`config.mk`:
```
export PLATFORM = sky130hd
export DESIGN_NAME = dmem_dump_reader_flat
export DESIGN_NICKNAME = d
export VERILOG_FILES = /design/src/rtl/dmem_dump_pkg.sv /design/src/rtl/dmem_dump_reader_if.sv /design/src/rtl/dmem_dump_reader.sv /design/src/flat_wrapper.sv
export SDC_FILE = /design/constraint.sdc
export NUM_CORES = 1
export LEC_CHECK = 0
export ABC_AREA = 1
export BUFFER_PORTS_ARGS = -buffer_cell sky130_fd_sc_hd__buf_2
export CORE_MARGIN = 3
export CORE_UTILIZATION = 42
export CTS_BUF_LIST = sky130_fd_sc_hd__clkbuf_4 sky130_fd_sc_hd__clkbuf_8
export DETAILED_ROUTE_END_ITERATION = 16
export PLACE_DENSITY_LB_ADDON = 0.2
export SETUP_SLACK_MARGIN = 0.05
export SLEW_MARGIN = 20
export SYNTH_ARGS = -nofsm -noshare
export SYNTH_HDL_FRONTEND = slang
export SYNTH_SLANG_ARGS = --single-unit
export TNS_END_PERCENT = 30
```
`constraint.sdc`:
```
create_clock -name clk -period 8.1 [get_ports clk]
set_clock_uncertainty 0.1 [all_clocks]
set_input_delay 1.62 -clock clk [delete_from_list [all_inputs] [get_ports clk]]
set_output_delay 1.62 -clock clk [all_outputs]
set_load 0.05 [all_outputs]
```
`src/rtl/dmem_dump_pkg.sv`:
```
// Shared state encoding and word geometry for the data-memory dump reader.
package dmem_dump_pkg;

   localparam int unsigned STATE_WIDTH = 3;
   localparam int unsigned WORD_BYTES  = 4;

   typedef enum logic [STATE_WIDTH-1:0] {
      IDLE    = 3'd0,
      ISSUE   = 3'd1,
      WAIT    = 3'd2,
      PRESENT = 3'd3,
      FINISH  = 3'd4
   } dump_state_t;

endpackage : dmem_dump_pkg

```
`src/rtl/dmem_dump_reader_if.sv`:
```
// Memory read port plus word output stream of the dump reader.
interface dmem_dump_reader_if #(
   parameter int unsigned ADDR_WIDTH = 32,
   parameter int unsigned DATA_WIDTH = 32
) ();

   logic [ADDR_WIDTH-1:0] mem_addr;
   logic                  mem_rd_en;
   logic [DATA_WIDTH-1:0] mem_rdata;
   logic                  out_valid;
   logic                  out_ready;
   logic [ADDR_WIDTH-1:0] out_addr;
   logic [DATA_WIDTH-1:0] out_data;

   // Reader side: drives the memory read strobe and presents words.
   modport master (
      output mem_addr, mem_rd_en,
      input  mem_rdata,
      output out_valid, out_addr, out_data,
      input  out_ready
   );

   // Memory/consumer side.
   modport slave (
      input  mem_addr, mem_rd_en,
      output mem_rdata,
      input  out_valid, out_addr, out_data,
      output out_ready
   );

endinterface : dmem_dump_reader_if

```
`src/rtl/dmem_dump_reader.sv`:
```
// Walks a word-aligned window of data memory and streams (addr, word) pairs.
// One read is in flight at a time: no read-ahead, so mem_rd_en and out_valid
// are never high together. All outputs are registered from next-state values.
module dmem_dump_reader
   import dmem_dump_pkg::*;
#(
   parameter int unsigned ADDR_WIDTH  = 32,
   parameter int unsigned DATA_WIDTH  = 32,
   parameter int unsigned COUNT_WIDTH = 16,
   parameter int unsigned MEM_LATENCY = 1
) (
   input  logic                   clk,
   input  logic                   rst,
   input  logic                   start,
   input  logic [ADDR_WIDTH-1:0]  base_addr,
   input  logic [COUNT_WIDTH-1:0] word_count,
   dmem_dump_reader_if.master     bus,
   output logic                   busy,
   output logic                   done
);

   localparam int unsigned LAT_WIDTH = 2;

   dump_state_t            state, state_nxt;
   logic [ADDR_WIDTH-1:0]  addr, addr_nxt;
   logic [COUNT_WIDTH-1:0] remaining, remaining_nxt;
   logic [LAT_WIDTH-1:0]   lat_cnt, lat_cnt_nxt;
   logic [ADDR_WIDTH-1:0]  mem_addr_nxt;
   logic                   mem_rd_en_nxt;
   logic                   out_valid_nxt;
   logic [ADDR_WIDTH-1:0]  out_addr_nxt;
   logic [DATA_WIDTH-1:0]  out_data_nxt;
   logic                   busy_nxt;
   logic                   done_nxt;

   logic [ADDR_WIDTH-1:0]  base_aligned_c;
   logic [ADDR_WIDTH-1:0]  addr_inc_c;

   assign base_aligned_c = base_addr & ~ADDR_WIDTH'(WORD_BYTES - 1);
   assign addr_inc_c     = addr + ADDR_WIDTH'(WORD_BYTES);

   // State, counters and registered outputs.
   always_ff @(posedge clk or posedge rst) begin
      if (rst) begin
         state         <= IDLE;
         addr          <= '0;
         remaining     <= '0;
         lat_cnt       <= '0;
         bus.mem_addr  <= '0;
         bus.mem_rd_en <= 1'b0;
         bus.out_valid <= 1'b0;
         bus.out_addr  <= '0;
         bus.out_data  <= '0;
         busy          <= 1'b0;
         done          <= 1'b0;
      end else begin
         state         <= state_nxt;
         addr          <= addr_nxt;
         remaining     <= remaining_nxt;
         lat_cnt       <= lat_cnt_nxt;
         bus.mem_addr  <= mem_addr_nxt;
         bus.mem_rd_en <= mem_rd_en_nxt;
         bus.out_valid <= out_valid_nxt;
         bus.out_addr  <= out_addr_nxt;
         bus.out_data  <= out_data_nxt;
         busy          <= busy_nxt;
         done          <= done_nxt;
      end
   end

   // Next-state and next-output logic; strobes are computed one cycle ahead.
   always_comb begin
      state_nxt     = state;
      addr_nxt      = addr;
      remaining_nxt = remaining;
      lat_cnt_nxt   = lat_cnt;
      mem_addr_nxt  = bus.mem_addr;
      mem_rd_en_nxt = 1'b0;
      out_valid_nxt = bus.out_valid;
      out_addr_nxt  = bus.out_addr;
      out_data_nxt  = bus.out_data;
      busy_nxt      = busy;
      done_nxt      = 1'b0;

      unique case (state)
         IDLE: begin
            if (start) begin
               busy_nxt = 1'b1;
               if (word_count != '0) begin
                  addr_nxt      = base_aligned_c;
                  remaining_nxt = word_count;
                  mem_addr_nxt  = base_aligned_c;
                  mem_rd_en_nxt = 1'b1;
                  state_nxt     = ISSUE;
               end else begin
                  done_nxt  = 1'b1;
                  state_nxt = FINISH;
               end
            end
         end

         ISSUE: begin
            lat_cnt_nxt = LAT_WIDTH'(MEM_LATENCY - 1);
            state_nxt   = WAIT;
         end

         WAIT: begin
            if (lat_cnt == '0) begin
               out_data_nxt  = bus.mem_rdata;
               out_addr_nxt  = addr;
               out_valid_nxt = 1'b1;
               state_nxt     = PRESENT;
            end else begin
               lat_cnt_nxt = lat_cnt - LAT_WIDTH'(1);
            end
         end

         PRESENT: begin
            if (bus.out_valid && bus.out_ready) begin
               out_valid_nxt = 1'b0;
               remaining_nxt = remaining - COUNT_WIDTH'(1);
               addr_nxt      = addr_inc_c;
               if (remaining != COUNT_WIDTH'(1)) begin
                  mem_addr_nxt  = addr_inc_c;
                  mem_rd_en_nxt = 1'b1;
                  state_nxt     = ISSUE;
               end else begin
                  done_nxt  = 1'b1;
                  state_nxt = FINISH;
               end
            end
         end

         FINISH: begin
            busy_nxt  = 1'b0;
            state_nxt = IDLE;
         end

         default: begin
            busy_nxt  = 1'b0;
            state_nxt = IDLE;
         end
      endcase
   end

endmodule : dmem_dump_reader

```
`src/flat_wrapper.sv`:
```
// flat-port wrapper written by rule: the top's interface ports become plain ports
module dmem_dump_reader_flat import dmem_dump_pkg::*;
#(
   parameter int unsigned ADDR_WIDTH  = 32,
   parameter int unsigned DATA_WIDTH  = 32,
   parameter int unsigned COUNT_WIDTH = 16,
   parameter int unsigned MEM_LATENCY = 1
)
  (clk, rst, start, base_addr, word_count, busy, done, bus_mem_addr, bus_mem_rd_en, bus_mem_rdata, bus_out_valid, bus_out_addr, bus_out_data, bus_out_ready);
  dmem_dump_reader_if #(.ADDR_WIDTH(ADDR_WIDTH), .DATA_WIDTH(DATA_WIDTH)) bus_i ();
  input  logic clk;
  input  logic rst;
  input  logic start;
  input  logic [ADDR_WIDTH-1:0] base_addr;
  input  logic [COUNT_WIDTH-1:0] word_count;
  output logic busy;
  output logic done;
  output wire logic [$bits(bus_i.mem_addr)-1:0] bus_mem_addr;
  output wire logic [$bits(bus_i.mem_rd_en)-1:0] bus_mem_rd_en;
  input wire logic [$bits(bus_i.mem_rdata)-1:0] bus_mem_rdata;
  output wire logic [$bits(bus_i.out_valid)-1:0] bus_out_valid;
  output wire logic [$bits(bus_i.out_addr)-1:0] bus_out_addr;
  output wire logic [$bits(bus_i.out_data)-1:0] bus_out_data;
  input wire logic [$bits(bus_i.out_ready)-1:0] bus_out_ready;
  assign bus_mem_addr = bus_i.mem_addr;
  assign bus_mem_rd_en = bus_i.mem_rd_en;
  assign bus_i.mem_rdata = bus_mem_rdata;
  assign bus_out_valid = bus_i.out_valid;
  assign bus_out_addr = bus_i.out_addr;
  assign bus_out_data = bus_i.out_data;
  assign bus_i.out_ready = bus_out_ready;
  dmem_dump_reader #(.ADDR_WIDTH(ADDR_WIDTH), .DATA_WIDTH(DATA_WIDTH), .COUNT_WIDTH(COUNT_WIDTH), .MEM_LATENCY(MEM_LATENCY)) u_core (.clk(clk), .rst(rst), .start(start), .base_addr(base_addr), .word_count(word_count), .bus(bus_i), .busy(busy), .done(done));
endmodule
```
Word-level counts from Yosys, hierarchy flattened
Index checks and enable logic that the tools add are counted.
{ "classes": {"n_addsub": 3, "reduce_logical": 15, "bitwise": 1, "n_mux": 34, "eq_ne": 10} }
{ "op_table": {"columns": ["cell", "n"], "rows": [
  ["$mux 32", 5],
  ["$pmux 32 s2", 2],
  ["$mux 16", 3],
  ["$add 32x3->32 const B", 1],
  ["$pmux 16 s2", 1],
  ["$ne 16x1->1 const B", 1],
  ["$reduce_bool 16->1", 1],
  ["$sub 16x1->16 const B", 1],
  ["$mux 3", 5],
  ["$pmux 3 s4", 1],
  ["$mux 1", 11],
  ["$ne 2x1->1 const B", 4],
  ["$pmux 1 s2", 4],
  ["$eq 3x2->1 const B", 2],
  ["$reduce_and 2->1", 3],
  ["$reduce_and 3->1", 2],
  ["$reduce_bool 2->1", 3],
  ["$reduce_and 5->1", 1],
  ["$ne 2x2->1 const B", 2],
  ["$pmux 2 s2", 1],
  ["$reduce_and 4->1", 1],
  ["$eq 3x1->1 const B", 1],
  ["$logic_not 3->1", 1],
  ["$reduce_or 3->1", 1],
  ["5 further kinds", 5]
]} }
{ "totals": {"regBits": 153, "elab_cells": 74, "input_bits": 84, "out_inout_bits": 100} }

Depth between registers and ports, before layout
Gate-level depths: netlist of the first run.
{ "logic_depth": {"depth_word": 4, "depth_mapped": 12, "ltp_nobuf": 10} }

Least setup slack after synthesis of the first run
OpenSTA, ideal clock, no wires.
{ "synth_timing": {"kind": "input to register", "start": "input word_count[4]", "end": "register u_core.bus.mem_addr[10]", "slack_ps": 5338, "t_required_ps": 7933, "arrival_time_ps": 2595, "cell_stages": 8, "n_path_buf": 1, "path_cell_list": "nor2_1 -> nand3_1 -> nor2_1 -> nand2_1 -> nand3_1 -> clkbuf_1 -> nand3_1 -> nand2_1"} }
{ "synth_between": {"elab_chain_cells": 3} }
{ "synth_lines": {"columns": ["element", "line_no", "rtl"], "rows": [
  ["start: declaration", "flat_wrapper.sv:15", "input logic [COUNT_WIDTH-1:0] word_count;"],
  ["$reduce_bool 16->1", "dmem_dump_reader.sv:89", "if (word_count != '0) begin"],
  ["$ne 2x1->1 (no source line)", null, null],
  ["$reduce_and 5->1 (no source line)", null, null],
  ["end signal: assignment", "dmem_dump_reader.sv:61", "bus.mem_addr <= mem_addr_nxt;"],
  ["end: declaration", "dmem_dump_reader_if.sv:17", "output mem_addr, mem_rd_en,"]
]} }
No other way between the ends.
A chain may end at the register's enable or synchronous reset.

Worst setup path in the final report of the first run
{ "layout_timing": {"start": "input word_count[13]", "end": "register u_core.remaining[6]"} }
{ "layout_between": {"elab_chain_cells": 3} }
{ "layout_lines": {"columns": ["element", "line_no", "rtl"], "rows": [
  ["$reduce_bool 16->1", "dmem_dump_reader.sv:89", null],
  ["$ne 2x1->1 (no source line)", null, null],
  ["$reduce_and 4->1 (no source line)", null, null],
  ["end signal: assignment", "dmem_dump_reader.sv:59", "remaining <= remaining_nxt;"],
  ["end: declaration", "dmem_dump_reader.sv:26", "logic [COUNT_WIDTH-1:0] remaining, remaining_nxt;"]
]} }
No other way between the ends.

==> flow_metrics.tcl, run 1 <==
set metrics [dict create \
    layout-drive-gt1-share 0.254 \
    synth-adder-area-share 0.00658 \
    fin_area_um2 9060 \
    ys_seq_elements 153 \
    die_x_um 141 \
    cts_tree "built" \
    synth_xor_xnor_area_share 0.00576 \
    synth.largest_area_cell "dfrtp_1" \
    syn_inst 963 \
    port-buffer-count 181 \
    reg2reg_from "u_core.state[2]$_DFFE_PP0P_" \
    grt_pass1_wl_mm 33.2 \
    ys.warnings.count 0 \
    seq_power_share 0.312 \
    synth-simple-area-share 0.312 \
    finalCritPeriodShare 0.456 \
    cts_buffer_depth 2 \
    synth_top_area_share 0.504 \
    antenna_cells 0 \
    ir_drop_mv 0.340 \
    ctsHoldBuffers 0 \
    synth_compound_area_frac 0.0624 \
    cap_violations 0 \
    synth_area_leaders "dfrtp_1 50%, nand2_1 15%, nand3_1 7.8%, o21ai_0 5.1%, mux2_2 5.0%" \
    yosysMostFrequentCell "nand2_1" \
    hold_viol_final 0 \
    intPower_mw 2.05 \
    finalNetCount 1216 \
    pre_cts_ws_ns 3.88 \
    vias 6798 \
    instances_no_fill 1366 \
    power.density_nw_per_um2 486 \
    grt_use_total 0.211 \
    grt_pass1_vias 6369 \
    max-slew-margin-rel 0.332 \
    seq_area_um2 3830 \
    dr.pass1.iters 5 \
    io_pins 184 \
    seq_area_frac_synth 0.504 \
    maxSlewViolCount 0 \
    crit_start "word_count[13]" \
    hold_start "u_core.addr[1]$_DFFE_PP0P_" \
    regToRegEndpoint "u_core.remaining[6]$_DFFE_PP0P_" \
    postRouteAntennaNets 0 \
    fmax_ghz 0.271 \
    synth.avg_cell_area_um2 7.90 \
    routabilityCongestion 0.976 \
    rsz0062_at_grt "no" \
    async_reset_ff_frac 1.00 \
    reg2reg_slack_ns 4.74 \
    min_period_ns 3.69 \
    multi_input_area_um2 3330 \
    grt_max_degree 96 \
    wl_met1_mm 9.51 \
    drc_errors 0 \
    crit_fanout 55 \
    r2r_cells 8 \
    status "complete, no violations" \
    power_frac_clock 0.139 \
    p_switching_mw 2.35 \
    clock-root-buffer "clkbuf_8" \
    met3WireLength_mm 1.35 \
    worstSkewPairLatency_ns 0.45 \
    tightestPinTransition_ns 1.00 \
    postLayoutSetupSlackWorst_ns 4.41 \
    worstPathRequired_ns 8.29 \
    synth_area_um2 7600 \
    p_total_mw 4.40 \
    synth.top_cells.by_count "311 x nand2_1, 153 x dfrtp_1, 118 x nand3_1" \
    highest-signal-layer "met4" \
    clkTransAtPathRegs_ns 0.09 \
    coreArea_um2 17500 \
    placedCellCount 1334 \
    vias_per_cell 4.98 \
    dieArea_um2 19800 \
    setup-tns-final_ns 0 \
    route.met2.wl_mm 9.30 \
    area_growth_pct 19.1 \
    cts_buffers 17 \
    fp-row-count 48 \
    holdPathEnd "u_core.addr[1]$_DFFE_PP0P_" \
    dr.first_iter.drc_count 398 \
    synth_fp_nets 1051 \
    synth_ff_type "dfrtp_1" \
    start_kind "primary input" \
    gr-total-overflow 0 \
    synth_top_family_by_area "simple AND/OR/NAND/NOR gates" \
    leakagePower_nw 4.61 \
    synth-edff-count 0 \
    yosysUniqueCellTypes 27 \
    cp.arrival_ns 3.89 \
    synth.area.mux_share 0.0504 \
    crit_path_end_kind "flop" \
    setup_viol 0 \
    cts-resized-gates 0 \
    numClockSinks 153 \
    pwr-share-comb 0.550 \
    whs_path_depth 2 \
    htreeDepth 4 \
    place_area_um2 8640 \
    post_drt_wl_per_cell_um 15.2 \
    fillers 1776 \
    initial_core_util 0.434 \
    power_switching_share 0.534 \
    dieHeight_um 141 \
    hpwl_mm 14.8 \
    cts_setup_buffers 0 \
    antenna_found_initial 0 \
    hp-class "flop to flop" \
    crit_type "primary input to flop" \
    wl_mm 20.7 \
]
==> area by class of cell <==
cell class | instances | share of cell area
Clock buffer | 17 | 0.0258
Clock inverter | 15 | 0.0200
Inverter | 71 | 0.0300
Multi-Input combinational cell | 701 | 0.368
Sequential cell | 153 | 0.423
Tap cell | 225 | 0.0311
Timing Repair Buffer | 184 | 0.103
==> worst max-delay path: stages <==
cell and delay (ns):
buf_2 0.10, nor2_1 0.10, nand2_1 0.05, nor2_1 0.24, nand3_1 0.19, nand2_2 0.61, inv_2 0.60, nand2_1 0.20
o21ai_0 0.11
==> per-layer routing <==
metal,GRT usage,vias up
met1,0.290,3119
met3,0.0475,36
met2,0.326,222
met5,0,-
li1,-,3421
met4,0.0811,0
==> through the flow <==
step                      hold WS (ns)  utilization
after floorplan                  0.336            -
after global placement           0.348        0.493
after detailed placement         0.358        0.493
after CTS                        0.380        0.516
after global routing             0.402        0.516
final                            0.377        0.516
==> how the worst max path moves through the flow <==
stage,end,cells past startpoint
3_3_place_gp,u_core.addr[15]$_DFFE_PP0P_,9
3_5_place_dp,u_core.remaining[5]$_DFFE_PP0P_,9
6_report,u_core.remaining[6]$_DFFE_PP0P_,9
5_1_grt,u_core.remaining[6]$_DFFE_PP0P_,9
2_1_floorplan,u_core.addr[0]$_DFFE_PP0P_,1
4_1_cts,u_core.remaining[5]$_DFFE_PP0P_,9
==> sequential cells by signal, summed over array words and instances (netlist names) <==
signal	cells
u_core.remaining	16
u_core.bus.mem_addr	32
u_core.bus.out_valid	1
u_core.bus.out_addr	32
u_core.addr	32
u_core.busy	1
u_core.state	3
u_core.bus.mem_rd_en	1
u_core.bus.out_data	32
u_core.done	1
u_core.lat_cnt	2
==> cells by family (layout without fill, tap and decap cells) <==
| kind of cell | after synthesis | after routing |
|---|---|---|
| AO/OA/AOI/OAI | 93 | 93 |
| adder cells (fa/ha/maj) | 4 | 4 |
| buffers and inverters | 109 | 287 |
| XOR/XNOR | 5 | 5 |
| AND/OR/NAND/NOR | 565 | 565 |
| multiplexers | 34 | 34 |
| flip-flops | 153 | 153 |
==> power by group through the flow <==
stage	clock, mW	combinational, mW	sequential, mW
after detailed placement	0	2.44	1.38
after floorplan	0	1.12	2.13
after CTS	0.629	2.44	1.37
after global routing	0.662	2.66	1.43
after global placement	0	2.41	1.37
final	0.610	2.42	1.37
==> cells in the final DEF, fill, tap and decap left out, drive strengths merged, types with 4 or more instances in the layout <==
cell type	instances
nor2	103
clkbuf	17
mux2	34
ha	4
nand2	318
nand3	120
dfrtp	153
buf	184
inv	81
o21ai	85
or2	17
Note: power is estimated with default switching activity, not from simulation.
==> run 2, diff against run 1 <==
Clock period 8.1 ns to 3.1 ns, I/O delays scaled along.
==> flow_metrics.tcl, run 2 (synthesis gave the netlist of run 1 again) <==
set metrics [dict create \
    layout_common_cells "310 x nand2_1, 181 x buf_2, 153 x dfrtp_1" \
    power.density_nw_per_um2 1260 \
    antenna_cells 0 \
    die_x_um 141 \
    cts_setup_buffers 0 \
    cts_buffer_depth 2 \
    leakagePower_nw 4.61 \
    hold_viol_final 0 \
    rsz0062_at_grt "no" \
    hpwl_mm 14.8 \
    start_kind "flop" \
    drc_errors 0 \
    vias_per_cell 4.96 \
    r2r_cells 9 \
    cp.arrival_ns 2.70 \
    reg2reg_from "u_core.state[2]$_DFFE_PP0P_" \
    cts-resized-gates 0 \
    dr.first_iter.drc_count 404 \
    initial_core_util 0.434 \
    area_growth_pct 19.3 \
    numClockSinks 153 \
    ctsHoldBuffers 0 \
    power_frac_clock 0.130 \
    power_switching_share 0.533 \
    setup-tns-final_ns 0 \
    pwr-share-comb 0.555 \
    clkTransAtPathRegs_ns 0.09 \
    crit_type "flop to flop" \
    grt_use_total 0.208 \
    placedCellCount 1339 \
    crit_path_end_kind "flop" \
    vias 6804 \
    coreArea_um2 17500 \
    io_pins 184 \
    intPower_mw 5.31 \
    cts_tree "built" \
    p_switching_mw 6.07 \
    clock-root-buffer "clkbuf_8" \
    instances_no_fill 1371 \
    fp-row-count 48 \
    slowest_stage "inv_2" \
    postRouteAntennaNets 0 \
    dieHeight_um 141 \
    htreeDepth 4 \
    worstSkewPairLatency_ns 0.45 \
    seq_power_share 0.315 \
    layout-drive-gt1-share 0.257 \
    dr.pass1.iters 5 \
    crit_fanout 55 \
    post_drt_wl_per_cell_um 14.9 \
    tightestPinTransition_ns 0.977 \
    port-buffer-count 181 \
    finalNetCount 1221 \
    cap_violations 0 \
    grt_pass1_wl_mm 32.8 \
    dieArea_um2 19800 \
    wl_mm 20.5 \
    finalCritPeriodShare 0.778 \
    ir_drop_mv 0.699 \
    cp_top_family "simple AND/OR/NAND/NOR gates" \
    cts_buffers 17 \
    maxSlewViolCount 0 \
    antenna_found_initial 2 \
    min_period_ns 2.41 \
    max_stage_delay_ns 0.67 \
    final_common_cell "nand2_1" \
    reg2reg_slack_ns 0.69 \
    grt_max_degree 113 \
    setup_viol 0 \
    regToRegEndpoint "u_core.addr[26]$_DFFE_PP0P_" \
    worstPathRequired_ns 3.39 \
    gr-total-overflow 0 \
    routabilityCongestion 0.995 \
    status "complete, no violations" \
    grt_pass1_vias 6425 \
    max-slew-margin-rel 0.349 \
    fmax_ghz 0.415 \
    path_buf_inv 3 \
    timing.critical_path.cells "inv_2 > nand3_2 > nand2_1 > inv_2 > nor2_1 > nand2_1 > inv_2 > nand3_1 > nand2_1" \
    hp-class "primary input to asynchronous set/reset pin" \
]
## run 2: cell count changes in the layout (fill, tap and decap cells not counted)
cell / previous run / this run
inv_8: 5 / 0
inv_6: 6 / 7
nand2_1: 309 / 310
buf_12: 0 / 1
buf_4: 3 / 7
clkbuf_8: 17 / 18
clkinvlp_4: 1 / 4
nand2_2: 8 / 7
bufinv_16: 2 / 1
clkinv_2: 1 / 2
## run 2: final cells by class
type	instances	area, um2
Clock buffer	18	248
Clock inverter	14	133
Fill cell	1740	8470
Inverter	71	270
Multi-Input combinational cell	701	3330
Sequential cell	153	3830
Tap cell	225	282
Timing Repair Buffer	189	978
## run 2: power groups by stage
| stage | combinational [mW] | clock [mW] | sequential (mW) |
|---|---|---|---|
| 6_report | 6.32 | 1.48 | 3.59 |
| 5_1_grt | 6.96 | 1.61 | 3.72 |
| 4_1_cts | 6.38 | 1.52 | 3.58 |
| 3_5_place_dp | 6.37 | 0 | 3.61 |
| 3_3_place_gp | 6.29 | 0 | 3.59 |
| 2_1_floorplan | 2.94 | 0 | 5.56 |
## run 2: per-stage QoR
stage	setup slack, ns	instance area [um2]	hold WS, ns	total power [mW]	utilization
final	0.689	9070	0.195	11.4	0.517
after global routing	0.417	9070	0.254	12.3	0.517
after CTS	0.658	9070	0.244	11.5	0.517
after detailed placement	0.679	8690	0.353	9.98	0.495
after global placement	0.717	8690	0.349	9.88	0.495
after floorplan	0.449	7610	0.336	8.49	-
## run 2: how the worst max path moves through the flow
stage / endpoint / depth (start not counted) / from / slack, ns
final: u_core.addr[26]$_DFFE_PP0P_ / 9 / u_core.state[2]$_DFFE_PP0P_ / 0.69
after floorplan: u_core.addr[0]$_DFFE_PP0P_ / 1 / rst / 0.45
after detailed placement: u_core.remaining[5]$_DFFE_PP0P_ / 9 / u_core.state[2]$_DFFE_PP0P_ / 0.68
after CTS: u_core.addr[26]$_DFFE_PP0P_ / 9 / u_core.state[2]$_DFFE_PP0P_ / 0.66
after global routing: u_core.addr[14]$_DFFE_PP0P_ / 9 / u_core.state[2]$_DFFE_PP0P_ / 0.42
after global placement: u_core.bus.mem_addr[18]$_DFFE_PP0P_ / 9 / word_count[13] / 0.72
## run 2: worst min-delay path: cells and delay by family
family	cells	cell delay [ns]
buf+inv	3	0.58
## run 2: layer usage
layer / share of wire / up-vias / GRT usage
met5: 0.00068 / - / 0
met4: 0.026 / 4 / 0.0724
met3: 0.071 / 40 / 0.0570
met2: 0.45 / 230 / 0.319
met1: 0.46 / 3093 / 0.286
li1: - / 3437 / -
==> run 3, diff against run 2 <==
Clock period 3.1 ns to 2 ns, I/O delays scaled along.
==> flow_metrics.tcl, run 3 (synthesis gave the netlist of run 1 again) <==
set metrics [dict create \
    post_drt_wl_per_cell_um 15.0 \
    grt_use_total 0.211 \
    fmax_ghz 0.538 \
    vias_per_cell 4.98 \
    min_period_ns 1.86 \
    hp-class "primary input to flop" \
    drc_errors 0 \
    grt_pass1_vias 6502 \
    layout_common_cells "310 x nand2_1, 181 x buf_2, 152 x dfrtp_1" \
    finalNetCount 1243 \
    start_kind "flop" \
    maxSlewViolCount 0 \
    crit_type "flop to flop" \
    crit_fanout 5 \
    power.density_nw_per_um2 1940 \
    crit_path_end_kind "flop" \
    tightestPinTransition_ns 0.323 \
    final_common_cell "nand2_1" \
    max-slew-margin-rel 0.784 \
    ir_drop_mv 1.14 \
    hold_viol_final 0 \
    die_x_um 141 \
    fin_area_um2 9400 \
    postRouteAntennaNets 0 \
    instances_no_fill 1393 \
    worstSkewPairLatency_ns 0.47 \
    regToRegEndpoint "u_core.bus.mem_addr[26]$_DFFE_PP0P_" \
    vias 6934 \
    dr.pass1.iters 5 \
    worstPathRequired_ns 2.27 \
    routabilityCongestion 0.925 \
    dieArea_um2 19800 \
    cts_buffer_depth 2 \
    grt_pass1_wl_mm 33.2 \
    cp.arrival_ns 2.13 \
    reg2reg_slack_ns 0.14 \
    port-buffer-count 181 \
    grt_max_degree 56 \
    cts_buffers 17 \
    antenna_cells 0 \
    r2r_cells 10 \
    coreArea_um2 17500 \
    io_pins 184 \
    wl_mm 20.9 \
    p_total_mw 18.2 \
    rsz0062_at_grt "yes" \
    clkTransAtPathRegs_ns 0.11 \
    setup_viol 0 \
    finalCritPeriodShare 0.930 \
    reg2reg_from "u_core.addr[6]$_DFFE_PP0P_" \
    whs_path_depth 2 \
    antenna_found_initial 2 \
    dieHeight_um 141 \
    clock-root-buffer "clkbuf_8" \
    fp-row-count 48 \
    htreeDepth 4 \
    hpwl_mm 15.7 \
    numClockSinks 153 \
    area_growth_pct 23.6 \
    leakagePower_nw 4.77 \
    cap_violations 0 \
    gr-total-overflow 0 \
    placedCellCount 1357 \
    setup-tns-final_ns 0 \
    holdPathEnd "u_core.bus.out_data[19]$_DFFE_PP0P_" \
    final_util 0.536 \
    dr.first_iter.drc_count 327 \
    cts_tree "built" \
    hold_start "bus_mem_rdata[19]" \
    initial_core_util 0.434 \
    status "complete, no violations" \
    place_area_um2 8930 \
    layout-drive-gt1-share 0.274 \
]
[run 3: report_power, final]
group	switching, mW	internal [mW]	total (mW)
clock network	1.42	0.955	2.38
logic	7.29	3.00	10.3
registers	1.01	4.56	5.58
total	9.72	8.52	18.2
[run 3: how the worst max path moves through the flow]
stage	from	slack, ns	to
floorplan	rst	-0.43	u_core.addr[0]$_DFFE_PP0P_
global placement	word_count[13]	0.08	u_core.addr[15]$_DFFE_PP0P_
detailed placement	word_count[13]	0.05	u_core.remaining[5]$_DFFE_PP0P_
CTS	u_core.remaining[1]$_DFFE_PP0P_	0.07	u_core.bus.mem_addr[22]$_DFFE_PP0P_
global route	u_core.addr[3]$_DFFE_PP0P_	0.02	u_core.addr[26]$_DFFE_PP0P_
finish	u_core.addr[6]$_DFFE_PP0P_	0.14	u_core.bus.mem_addr[26]$_DFFE_PP0P_
[run 3: repair_timing]
item / 4_1_cts / 5_1_grt
setup endpoints to repair: 0 / 43
hold endpoints to repair: 5 / 0
resized for setup: 0 / 8
hold buffers: 1 / 0
buffers inserted: 0 / 3
[run 3: through the flow]
step,worst slack (ns),hold slack (ns)
2_1_floorplan,-0.431,0.336
3_5_place_dp,0.0516,0.290
3_3_place_gp,0.0772,0.289
6_report,0.140,0.0453
5_1_grt,0.0238,0.0117
4_1_cts,0.0721,0.0186
[run 3: routing by layer]
metal	GRT usage	wire, um	vias up
met5	0	21	-
li1	-	-	3476
met4	0.0811	608	4
met1	0.283	9410	3187
met2	0.328	9320	228
met3	0.0587	1570	39
[run 3: layout make-up]
| type | instances | area, um2 |
|---|---|---|
| Inverter | 71 | 270 |
| Timing Repair Buffer | 211 | 1260 |
| Clock inverter | 15 | 173 |
| Sequential cell | 153 | 3830 |
| Tap cell | 225 | 282 |
| Clock buffer | 17 | 234 |
| Fill cell | 1672 | 8140 |
| Multi-Input combinational cell | 701 | 3350 |
[run 3: worst max-delay path: stages (launching register included)]
cell	delay, ns
dfrtp_1	0.40
nand2_1	0.11
nor2_1	0.28
nand2_2	0.17
buf_4	0.17
inv_1	0.09
nand2_1	0.06
nand2_1	0.06
nand3_1	0.13
nand3_1	0.13
nand2_1	0.06
